[src/rtl/aes_sbox_sched.sv]
// Shares one pipelined masked AES S-box between the state path (16 bytes) and
// the key schedule (4 bytes); one share-byte issued per cycle when randomness is fresh.
module aes_sbox_sched #(
    parameter int SHARES       = 2,
    parameter int SBOX_LATENCY = 4
) (
    input  logic                    ClkxCI,
    input  logic                    RstxBI,
    input  logic                    StateStartxSI,
    input  logic [128*SHARES-1:0]   StatexDI,
    input  logic                    KeyStartxSI,
    input  logic [32*SHARES-1:0]    KeyWordxDI,
    input  logic                    RndValidxSI,
    output logic                    RndTakexSO,
    output logic [8*SHARES-1:0]     SboxInxDO,
    input  logic [8*SHARES-1:0]     SboxOutxDI,
    output logic [128*SHARES-1:0]   StateResultxDO,
    output logic                    StateDonexSO,
    output logic [32*SHARES-1:0]    KeyResultxDO,
    output logic                    KeyDonexSO,
    output logic                    BusyxSO
);

    typedef enum logic [1:0] {IDLE, ISSUE, DRAIN, DONE} state_t;

    state_t                          fsmxDP;
    logic                            jobKeyxDP;
    logic                            statePendxDP, keyPendxDP;
    logic [SHARES-1:0][15:0][7:0]    stateLatxDP, workxDP, stateResxDP;
    logic [SHARES-1:0][3:0][7:0]     keyLatxDP, keyResxDP;
    logic [4:0]                      idxxDP, numxDP, capCntxDP;
    logic [SBOX_LATENCY-1:0]         vldPipexDP, tagPipexDP;
    logic                            stateDonexDP, keyDonexDP;

    logic                            issuexS, capturexS, capTagxS, lastCapxS;
    logic                            stateActivexS, keyActivexS;
    logic [SHARES-1:0][7:0]          issueBytexD, sboxOutxD;
    logic [SHARES-1:0][15:0][7:0]    workNextxD;

    assign issuexS       = (fsmxDP == ISSUE) && RndValidxSI;
    assign capturexS     = vldPipexDP[SBOX_LATENCY-1];
    assign capTagxS      = tagPipexDP[SBOX_LATENCY-1];
    assign lastCapxS     = capturexS && (capCntxDP == numxDP - 5'd1);
    assign stateActivexS = (fsmxDP != IDLE) && !jobKeyxDP;
    assign keyActivexS   = (fsmxDP != IDLE) && jobKeyxDP;
    assign sboxOutxD     = SboxOutxDI;

    // Share s of the issued byte comes only from share s of the latched job data.
    always_comb begin
        issueBytexD = '0;
        for (int s = 0; s < SHARES; s++) begin
            issueBytexD[s] = jobKeyxDP ? keyLatxDP[s][idxxDP[1:0]] : stateLatxDP[s][idxxDP[3:0]];
        end
    end

    always_comb begin
        workNextxD = workxDP;
        if (capturexS) begin
            for (int s = 0; s < SHARES; s++) begin
                workNextxD[s][capCntxDP[3:0]] = sboxOutxD[s];
            end
        end
    end

    assign SboxInxDO      = issuexS ? issueBytexD : '0;
    assign RndTakexSO     = issuexS;
    assign StateResultxDO = stateResxDP;
    assign KeyResultxDO   = keyResxDP;
    assign StateDonexSO   = stateDonexDP;
    assign KeyDonexSO     = keyDonexDP;
    assign BusyxSO        = (fsmxDP != IDLE) | statePendxDP | keyPendxDP;

    always_ff @(posedge ClkxCI or negedge RstxBI) begin
        if (!RstxBI) begin
            fsmxDP       <= IDLE;
            jobKeyxDP    <= 1'b0;
            statePendxDP <= 1'b0;
            keyPendxDP   <= 1'b0;
            stateLatxDP  <= '0;
            keyLatxDP    <= '0;
            workxDP      <= '0;
            stateResxDP  <= '0;
            keyResxDP    <= '0;
            idxxDP       <= '0;
            numxDP       <= '0;
            capCntxDP    <= '0;
            vldPipexDP   <= '0;
            tagPipexDP   <= '0;
            stateDonexDP <= 1'b0;
            keyDonexDP   <= 1'b0;
        end else begin
            stateDonexDP <= 1'b0;
            keyDonexDP   <= 1'b0;

            if (StateStartxSI && !statePendxDP && !stateActivexS) begin
                statePendxDP <= 1'b1;
                stateLatxDP  <= StatexDI;
            end
            if (KeyStartxSI && !keyPendxDP && !keyActivexS) begin
                keyPendxDP <= 1'b1;
                keyLatxDP  <= KeyWordxDI;
            end

            // The S-box never stalls, so the delay line shifts on bubbles too.
            vldPipexDP[0] <= issuexS;
            tagPipexDP[0] <= jobKeyxDP;
            for (int i = 1; i < SBOX_LATENCY; i++) begin
                vldPipexDP[i] <= vldPipexDP[i-1];
                tagPipexDP[i] <= tagPipexDP[i-1];
            end

            if (capturexS) begin
                workxDP   <= workNextxD;
                capCntxDP <= capCntxDP + 5'd1;
            end
            if (lastCapxS) begin
                if (capTagxS) begin
                    for (int s = 0; s < SHARES; s++) keyResxDP[s] <= workNextxD[s][3:0];
                end else begin
                    stateResxDP <= workNextxD;
                end
            end

            case (fsmxDP)
                IDLE: begin
                    if (keyPendxDP || statePendxDP) begin
                        jobKeyxDP <= keyPendxDP;
                        numxDP    <= keyPendxDP ? 5'd4 : 5'd16;
                        idxxDP    <= '0;
                        capCntxDP <= '0;
                        fsmxDP    <= ISSUE;
                        if (keyPendxDP) keyPendxDP <= 1'b0;
                        else            statePendxDP <= 1'b0;
                    end
                end
                ISSUE: begin
                    if (RndValidxSI) begin
                        idxxDP <= idxxDP + 5'd1;
                        if (idxxDP == numxDP - 5'd1) fsmxDP <= DRAIN;
                    end
                end
                DRAIN: begin
                    if (lastCapxS) begin
                        fsmxDP       <= DONE;
                        stateDonexDP <= !capTagxS;
                        keyDonexDP   <= capTagxS;
                    end
                end
                default: fsmxDP <= IDLE;
            endcase
        end
    end

endmodule
[config.mk]
export PLATFORM = sky130hd
export DESIGN_NAME = aes_sbox_sched
export DESIGN_NICKNAME = d
export VERILOG_FILES = /design/src/rtl/aes_sbox_sched.sv
export SDC_FILE = /design/constraint.sdc
export NUM_CORES = 1
export LEC_CHECK = 0
export CORE_ASPECT_RATIO = 0.7
export CORE_UTILIZATION = 48
export DETAILED_ROUTE_END_ITERATION = 8
export PLACE_DENSITY = 0.77
export SETUP_SLACK_MARGIN = 0.2
export SLEW_MARGIN = 5
export SYNTH_ARGS = -nofsm -noshare
export SYNTH_HDL_FRONTEND = slang
export SYNTH_SLANG_ARGS = --single-unit
[constraint.sdc]
create_clock -name ClkxCI -period 2 [get_ports ClkxCI]
set_input_delay 0.3 -clock ClkxCI [delete_from_list [all_inputs] [get_ports ClkxCI]]
set_output_delay 0.3 -clock ClkxCI [all_outputs]
set_load 0.05 [all_outputs]
==> impl_metrics.toml, run 1 <==
[final_layout]
layout_common_cells = "dfrtp_1 (918), mux2_4 (538), clkdlybuf4s50_1 (339), clkdlybuf4s15_2 (278), buf_4 (213)"
nets = 3935
area_growth_pct = 55.8
final_common_cell = "dfrtp_1"
design_area_um2 = 58800
stdcell_count = 4715
drive_above_1_share = 0.557
fill_cells = 4159

[setup_path]
worstSetupStartpointType = "flip-flop"
path_max_fanout = 6
critical_path_buf_inv_count = 5
required_ps = 1700
arrival_ps = 2970
end_kind = "output port"
criticalPathCategory = "reg2out"
critPathTopFamily = "multiplexers"
slowest_stage = "dfrtp_4"
cp_slowest_stage_delay_ps = 540
crit_top_cell = "buf_4"
cp_cell_sequence = "buf_12, buf_8, mux4_2, mux2i_1, o21ai_1, buf_4, nor3_2, buf_4, nor3_4, buf_6"

[logic_synthesis]
yosys.area_share.adder = 0.00298
synth_area_um2 = 37800
synth_compound_area_frac = 0.0247
synth-seq-cells = 922
synth.distinct_cells = 46
ys_seq_area_frac = 0.611
async_flop_share = 1.00
synth_simple_gate_area_frac = 0.0304
synth_edf_count = 0
synth.area.mux_share = 0.294
yosysWarnings = 0
avgSynthCellArea_um2 = 15.2
synth_ff_type = "dfrtp_1"
synth_xor_area_frac = 0.00209
synth.net_count = 2829
synthCells = 2479
synth_top_family_by_area = "multiplexers"

[global_routing]
grt_util_all_layers = 0.299
grt_max_degree = 90
grt_pass1_vias = 27190
antenna_found_initial = 26
grt_pass1_wl_um = 177000
grt-ovfl-total = 0

[floorplanning]
core_area_um2 = 77300
dieWidth_um = 337
die_y_um = 237
rows = 85
die_area_um2 = 79800
io_pins = 681
start_util = 0.488

[clock_network]
cts_tree = "yes"
clk_root_buffer_cell = "clkbuf_16"
insertion_delay_ps = 670
clockBufferDepth = 3
clk_pin_slew_ps = 60
numClockSinks = 922
htree_levels = 3
numCtsBuffers = 87

[timing]
final_max_slew_viol_count = 0
rsz0062_at_grt = "yes"
fmax_mhz = 306
fin_tns_setup_ps = -127550
min_period_over_period = 1.63
final-hold-violation-count = 0
min_period_ps = 3270
tightest_slew_ps = 549
finClkSkew_ps = 36.2
setup_slack_ps = -1270
slew-limit-headroom = 0.623
setup_viol_count_final = 732

[routing]
drtAntennaViolNets = 0
drc_errors = 0
drt-pass1-iter-count = 5
vias = 27108
drt_iter0_drc = 2117
via_per_inst = 5.75
wl_per_cell_um = 29.8
routed_wl_um = 140000

[pwr]
power_mw = 80.4
p_leak_nw = 26.7
ir_drop_uv = 949
p_per_area_nw_per_um2 = 1370

[placed_design]
placed_cells = 4311
portBuffers = 680
gp_congestion = 0.914
hpwlAfterDp_um = 81000
place_area_um2 = 48500
preCtsSetupSlack_ps = -594

[run_status]
violations = "setup timing"
status = "complete, but fails checks"

[run]
cap_violations = 0

[hold_path]
hold_class = "in2async"
power by group:
part / internal [mW] / switching [mW]
Clock: 9.18 / 7.53
Sequential: 24.8 / 4.33
Combinational: 18.8 / 15.8
Total: 52.8 / 27.7
area by class of cell:
cell class / instances / area [um2] / share of cell area
Clock inverter: 25 / 259 / 0.00440
Antenna cell: 24 / 60.1 / 0.00102
Timing Repair Buffer: 1175 / 14600 / 0.248
Sequential cell: 922 / 23100 / 0.392
Multi-Input combinational cell: 1324 / 16700 / 0.284
Tap cell: 1044 / 1310 / 0.0222
Clock buffer: 126 / 2520 / 0.0429
Inverter: 75 / 298 / 0.00506
timing repair:
item	in CTS	in global routing
gates resized for setup	1082	709
hold buffers	1	0
setup endpoints to repair	1001	922
pin swaps	24	54
setup buffers	51	79
endpoints found under the hold margin	157	0
cloned	23	75
metal layers:
layer,wire [um],GRT usage
met1,55900,0.397
met4,8450,0.143
met3,9600,0.0531
met2,66300,0.479
met5,11,0
sequential cells by signal, summed over array words and instances, names as in the netlist:
name            count
tagPipexDP          4
KeyResultxDO       64
workxDP           256
stateLatxDP       256
StateDonexSO        1
statePendxDP        1
keyLatxDP          64
idxxDP              5
KeyDonexSO          1
StateResultxDO    256
keyPendxDP          1
numxDP              2
vldPipexDP          4
capCntxDP           5
fsmxDP              2
cells by family (layout without fill, tap and decap cells):
| group | count (synthesis) | in the layout |
|---|---|---|
| DFF | 922 | 922 |
| muxes | 884 | 884 |
| and+or+nand+nor | 245 | 245 |
| buffers and inverters | 234 | 1401 |
| AOI/OAI and AO/OA | 176 | 177 |
| adders and majority gates | 9 | 9 |
| xor gates and xnor gates | 9 | 9 |
| other | 0 | 24 |
path summary, 6_finish.rpt:
| check | start | to | slack, ps | cells past startpoint |
|---|---|---|---|---|
| worst max-delay path | idxxDP[0] | SboxInxDO[4] | -1270 | 10 |
| worst min-delay path | RstxBI | workxDP[109] | 180 | 2 |
| worst max register to register | capCntxDP[1] | StateResultxDO[132] | -570 | 11 |
| worst min register to register | vldPipexDP[2] | vldPipexDP[3] | 350 | 0 |
| max in group asynchronous | RstxBI | stateLatxDP[208] | 760 | 4 |
| min in group ClkxCI | StatexDI[16] | stateLatxDP[16] | 260 | 2 |
Yosys cell counts, types with 6 or more instances:
library cell | n | area, um2
nand4_1 | 6 | 37.5
buf_2 | 63 | 315
a21oi_1 | 66 | 330
buf_4 | 12 | 90.1
o22ai_1 | 15 | 93.8
buf_6 | 14 | 158
nor3_1 | 33 | 165
inv_1 | 75 | 282
mux2_2 | 551 | 6200
nor2_1 | 76 | 285
nand2_1 | 88 | 330
ha_1 | 9 | 113
dfrtp_1 | 922 | 23100
clkbuf_1 | 52 | 195
mux2_4 | 155 | 2330
xor2_1 | 7 | 61.3
mux2i_1 | 114 | 1140
buf_8 | 16 | 240
mux4_2 | 64 | 1440
nor2b_1 | 19 | 119
nand3_2 | 8 | 80.1
o21ai_0 | 83 | 415
worst register-to-register path, delay by kind of cell, from the launching register on:
| family | cells | cell delay, ps |
|---|---|---|
| AO/OA/AOI/OAI | 2 | 410 |
| adder cells (fa/ha/maj) | 1 | 170 |
| buffers and inverters | 5 | 790 |
| flip-flops | 1 | 410 |
| AND/OR/NAND/NOR | 3 | 680 |
stage by stage:
stage	util	hold slack (ps)
finish	0.761	179
global route	0.761	200
CTS	0.694	190
detailed placement	0.627	250
global placement	0.627	244
floorplan	-	4.41
Note: power is estimated with default switching activity, not from simulation.
==> run 2: changes to the inputs <==
--- a/config.mk
+++ b/config.mk
@@ -5,7 +5,8 @@
 export SDC_FILE = /design/constraint.sdc
 export NUM_CORES = 1
 export LEC_CHECK = 0
-export CORE_ASPECT_RATIO = 0.7
+export ABC_AREA = 1
+export CORE_ASPECT_RATIO = 0.8
 export CORE_UTILIZATION = 48
 export DETAILED_ROUTE_END_ITERATION = 8
 export PLACE_DENSITY = 0.77
==> run 2 against run 1 <==
Effect of this change:
- the flow still finishes with violations (setup timing)
- cell count is 24% higher
- synthesized cell count up 55%
- sequential share of layout area grew 1.6 points
- core utilization decreased by 4.4 points
- count of clock-buffer cells in the layout is 12 higher
- non-clock buffer count decreased by 116
- clock skew increased by 8.8 ps
- via count increased by 23%
- synthesized area increased by 1.7%
- largest cell class unchanged
==> impl_metrics.toml, run 2 <==
[global_routing]
grt_pass1_wl_um = 187000
grt_pass1_vias = 31418
grt-ovfl-total = 0
grt_util_all_layers = 0.303
grt_max_degree = 85
antenna_found_initial = 13

[final_layout]
layout_common_cells = "dfrtp_1 (920), nand2_1 (816), clkdlybuf4s50_1 (339), inv_1 (324), clkdlybuf4s15_2 (255)"
stdcell_count = 5864
fin_util = 0.717
area_growth_pct = 47.3
final_common_cell = "dfrtp_1"
seqCellArea_um2 = 23100
drive_above_1_share = 0.311
nets = 5098
fill_cells = 4996
multi_input_area_um2 = 15000

[setup_path]
end_kind = "output port"
arrival_ps = 2740
worstSetupStartpointType = "flip-flop"
required_ps = 1700
cp_cell_sequence = "clkbuf_16, clkbuf_16, buf_6, nor2_2, nor2_1, nand2_1, o21ai_2, nand2_2, nand3_2, nor2_1, buf_4, nor2_4, buf_12"
cp_slowest_stage_delay_ps = 460
criticalPathCategory = "reg2out"
slowest_stage = "dfrtp_4"
path_max_fanout = 5

[logic_synthesis]
synth-seq-cells = 922
yosys-top-cells-area = "dfrtp_1 (60%), nand2_1 (8.7%), mux2_2 (8.0%), o21a_1 (3.5%), inv_1 (3.2%)"
ys_seq_area_frac = 0.601
synth_ff_type = "dfrtp_1"
synth_area_um2 = 38400
yosysWarnings = 0
synth.top_cell.area_share = 0.601
synth_top_cell_by_area = "dfrtp_1"
synth.distinct_cells = 27
synthTopCellsByCount = "dfrtp_1 (922), nand2_1 (893), inv_1 (328), nor2_1 (308), mux2_2 (272)"
synth_most_common_cell = "dfrtp_1"
synthCells = 3835
synth_edf_count = 0
synth.net_count = 4185
avgSynthCellArea_um2 = 10.0
async_flop_share = 1.00

[hold_path]
hold_class = "in2async"

[clock_network]
cts_tree = "yes"
clk_root_buffer_cell = "clkbuf_16"
insertion_delay_ps = 680
numClockSinks = 922
htree_levels = 3
clk_pin_slew_ps = 60
clockBufferDepth = 3
numCtsBuffers = 90

[pwr]
p_per_area_nw_per_um2 = 1450
p_leak_nw = 27.4
ir_drop_uv = 984

[routing]
drt-pass1-iter-count = 7
drc_errors = 0
vias = 33457
routed_wl_um = 142000
drtAntennaViolNets = 0
drt_iter0_drc = 3570
wl_per_cell_um = 24.1
via_per_inst = 5.71

[timing]
min_period_over_period = 1.52
setup_viol_count_final = 346
tightest_slew_ps = 617
fmax_mhz = 329
final-hold-violation-count = 0
rsz0062_at_grt = "yes"
final_max_slew_viol_count = 0
finClkSkew_ps = 45.0
slew-limit-headroom = 0.588
min_period_ps = 3040
setup_slack_ps = -1040

[floorplanning]
core_area_um2 = 79000
rows = 92
start_util = 0.486
dieWidth_um = 318
die_area_um2 = 81200
io_pins = 681
die_y_um = 255

[run_status]
violations = "setup timing"
status = "complete, but fails checks"

[placed_design]
placed_cells = 5517
hpwlAfterDp_um = 82800
portBuffers = 680
gp_congestion = 0.934

[run]
cap_violations = 0
[run 2: cell count changes in the layout (fill, tap and decap cells not counted), moves of 65 or more]
cell,delta
o21ai_1,+163
nand2_1,+742
inv_1,+264
mux2_2,-114
o21ai_2,+118
nor2_1,+204
o21ai_0,+140
o21a_1,+177
mux2_4,-320
nand3_1,+65
[run 2: cells by family after synthesis]
group / Yosys count / share of synthesized area
simple gates: 1300 / 0.130
fa+ha+maj: 9 / 0.00293
compound gates: 756 / 0.121
xor+xnor: 2 / 0.000456
flops: 922 / 0.601
mux: 272 / 0.0797
buf+inv: 574 / 0.0651
[run 2: repair_timing]
action | CTS | global route
gates resized for setup | 1195 | 619
endpoints found under the hold margin | 71 | 0
hold buffers | 1 | 0
endpoints found under the setup margin | 911 | 734
pin swaps | 39 | 66
gates cloned | 16 | 70
setup buffers | 32 | 54
[run 2: layout make-up]
class                           instances  share of cell area
Sequential cell                       922               0.408
Multi-Input combinational cell       2341               0.266
Timing Repair Buffer                 1059               0.226
Clock buffer                          138              0.0472
Inverter                              333              0.0229
Tap cell                             1034              0.0229
Clock inverter                         29             0.00683
Antenna cell                            7            0.000310
Timing Repair inverter                  1            0.000133
[run 2: worst max-delay path: cells and delay by family, from the launching register on]
family,cells,cell delay (ps)
buf+inv,5,740
compound gates,1,100
simple gates,7,770
flops,1,460
[run 2: path summary, 6_finish.rpt]
path / from / endpoint / cells past startpoint / slack [ps]
worst max-delay path: idxxDP[0] / SboxInxDO[12] / 13 / -1040
worst min-delay path: RstxBI / StateResultxDO[72] / 2 / 180
worst max register to register: fsmxDP[0] / stateLatxDP[55] / 13 / -360
worst min register to register: tagPipexDP[2] / tagPipexDP[3] / 0 / 350
max in group asynchronous: RstxBI / KeyResultxDO[57] / 4 / 890
min in group ClkxCI: StatexDI[154] / stateLatxDP[154] / 3 / 230
[run 2: routing by layer]
| metal | up-vias | wire, um | GRT usage | share of wire |
|---|---|---|---|---|
| li1 | 14237 | - | - | - |
| met1 | 16519 | 51100 | 0.379 | 0.36 |
| met2 | 2059 | 67400 | 0.506 | 0.48 |
| met3 | 630 | 12800 | 0.0612 | 0.090 |
| met4 | 12 | 10200 | 0.149 | 0.072 |
| met5 | - | 109 | 0 | 0.00077 |
[run 2: power by group]
| part | internal, mW | leakage, nW | switching [mW] |
|---|---|---|---|
| Sequential | 24.1 | 9.62 | 4.18 |
| Clock | 9.74 | 1.49 | 7.83 |
| Combinational | 16.3 | 16.3 | 19.9 |
| Total | 50.1 | 27.4 | 31.9 |
[run 2: stage by stage]
stage	hold slack, ps	power (mW)	TNS (ps)	setup slack, ps	cell area (um2)
final	183	82.1	-100530	-1040	56600
after global routing	186	84.8	-129330	-1090	56600
after CTS	150	73.8	-15020	-843	52600
after detailed placement	286	54.6	-7520	-468	48100
after global placement	275	53.8	-4850	-449	48100
after floorplan	4.41	43.8	0	191	38800
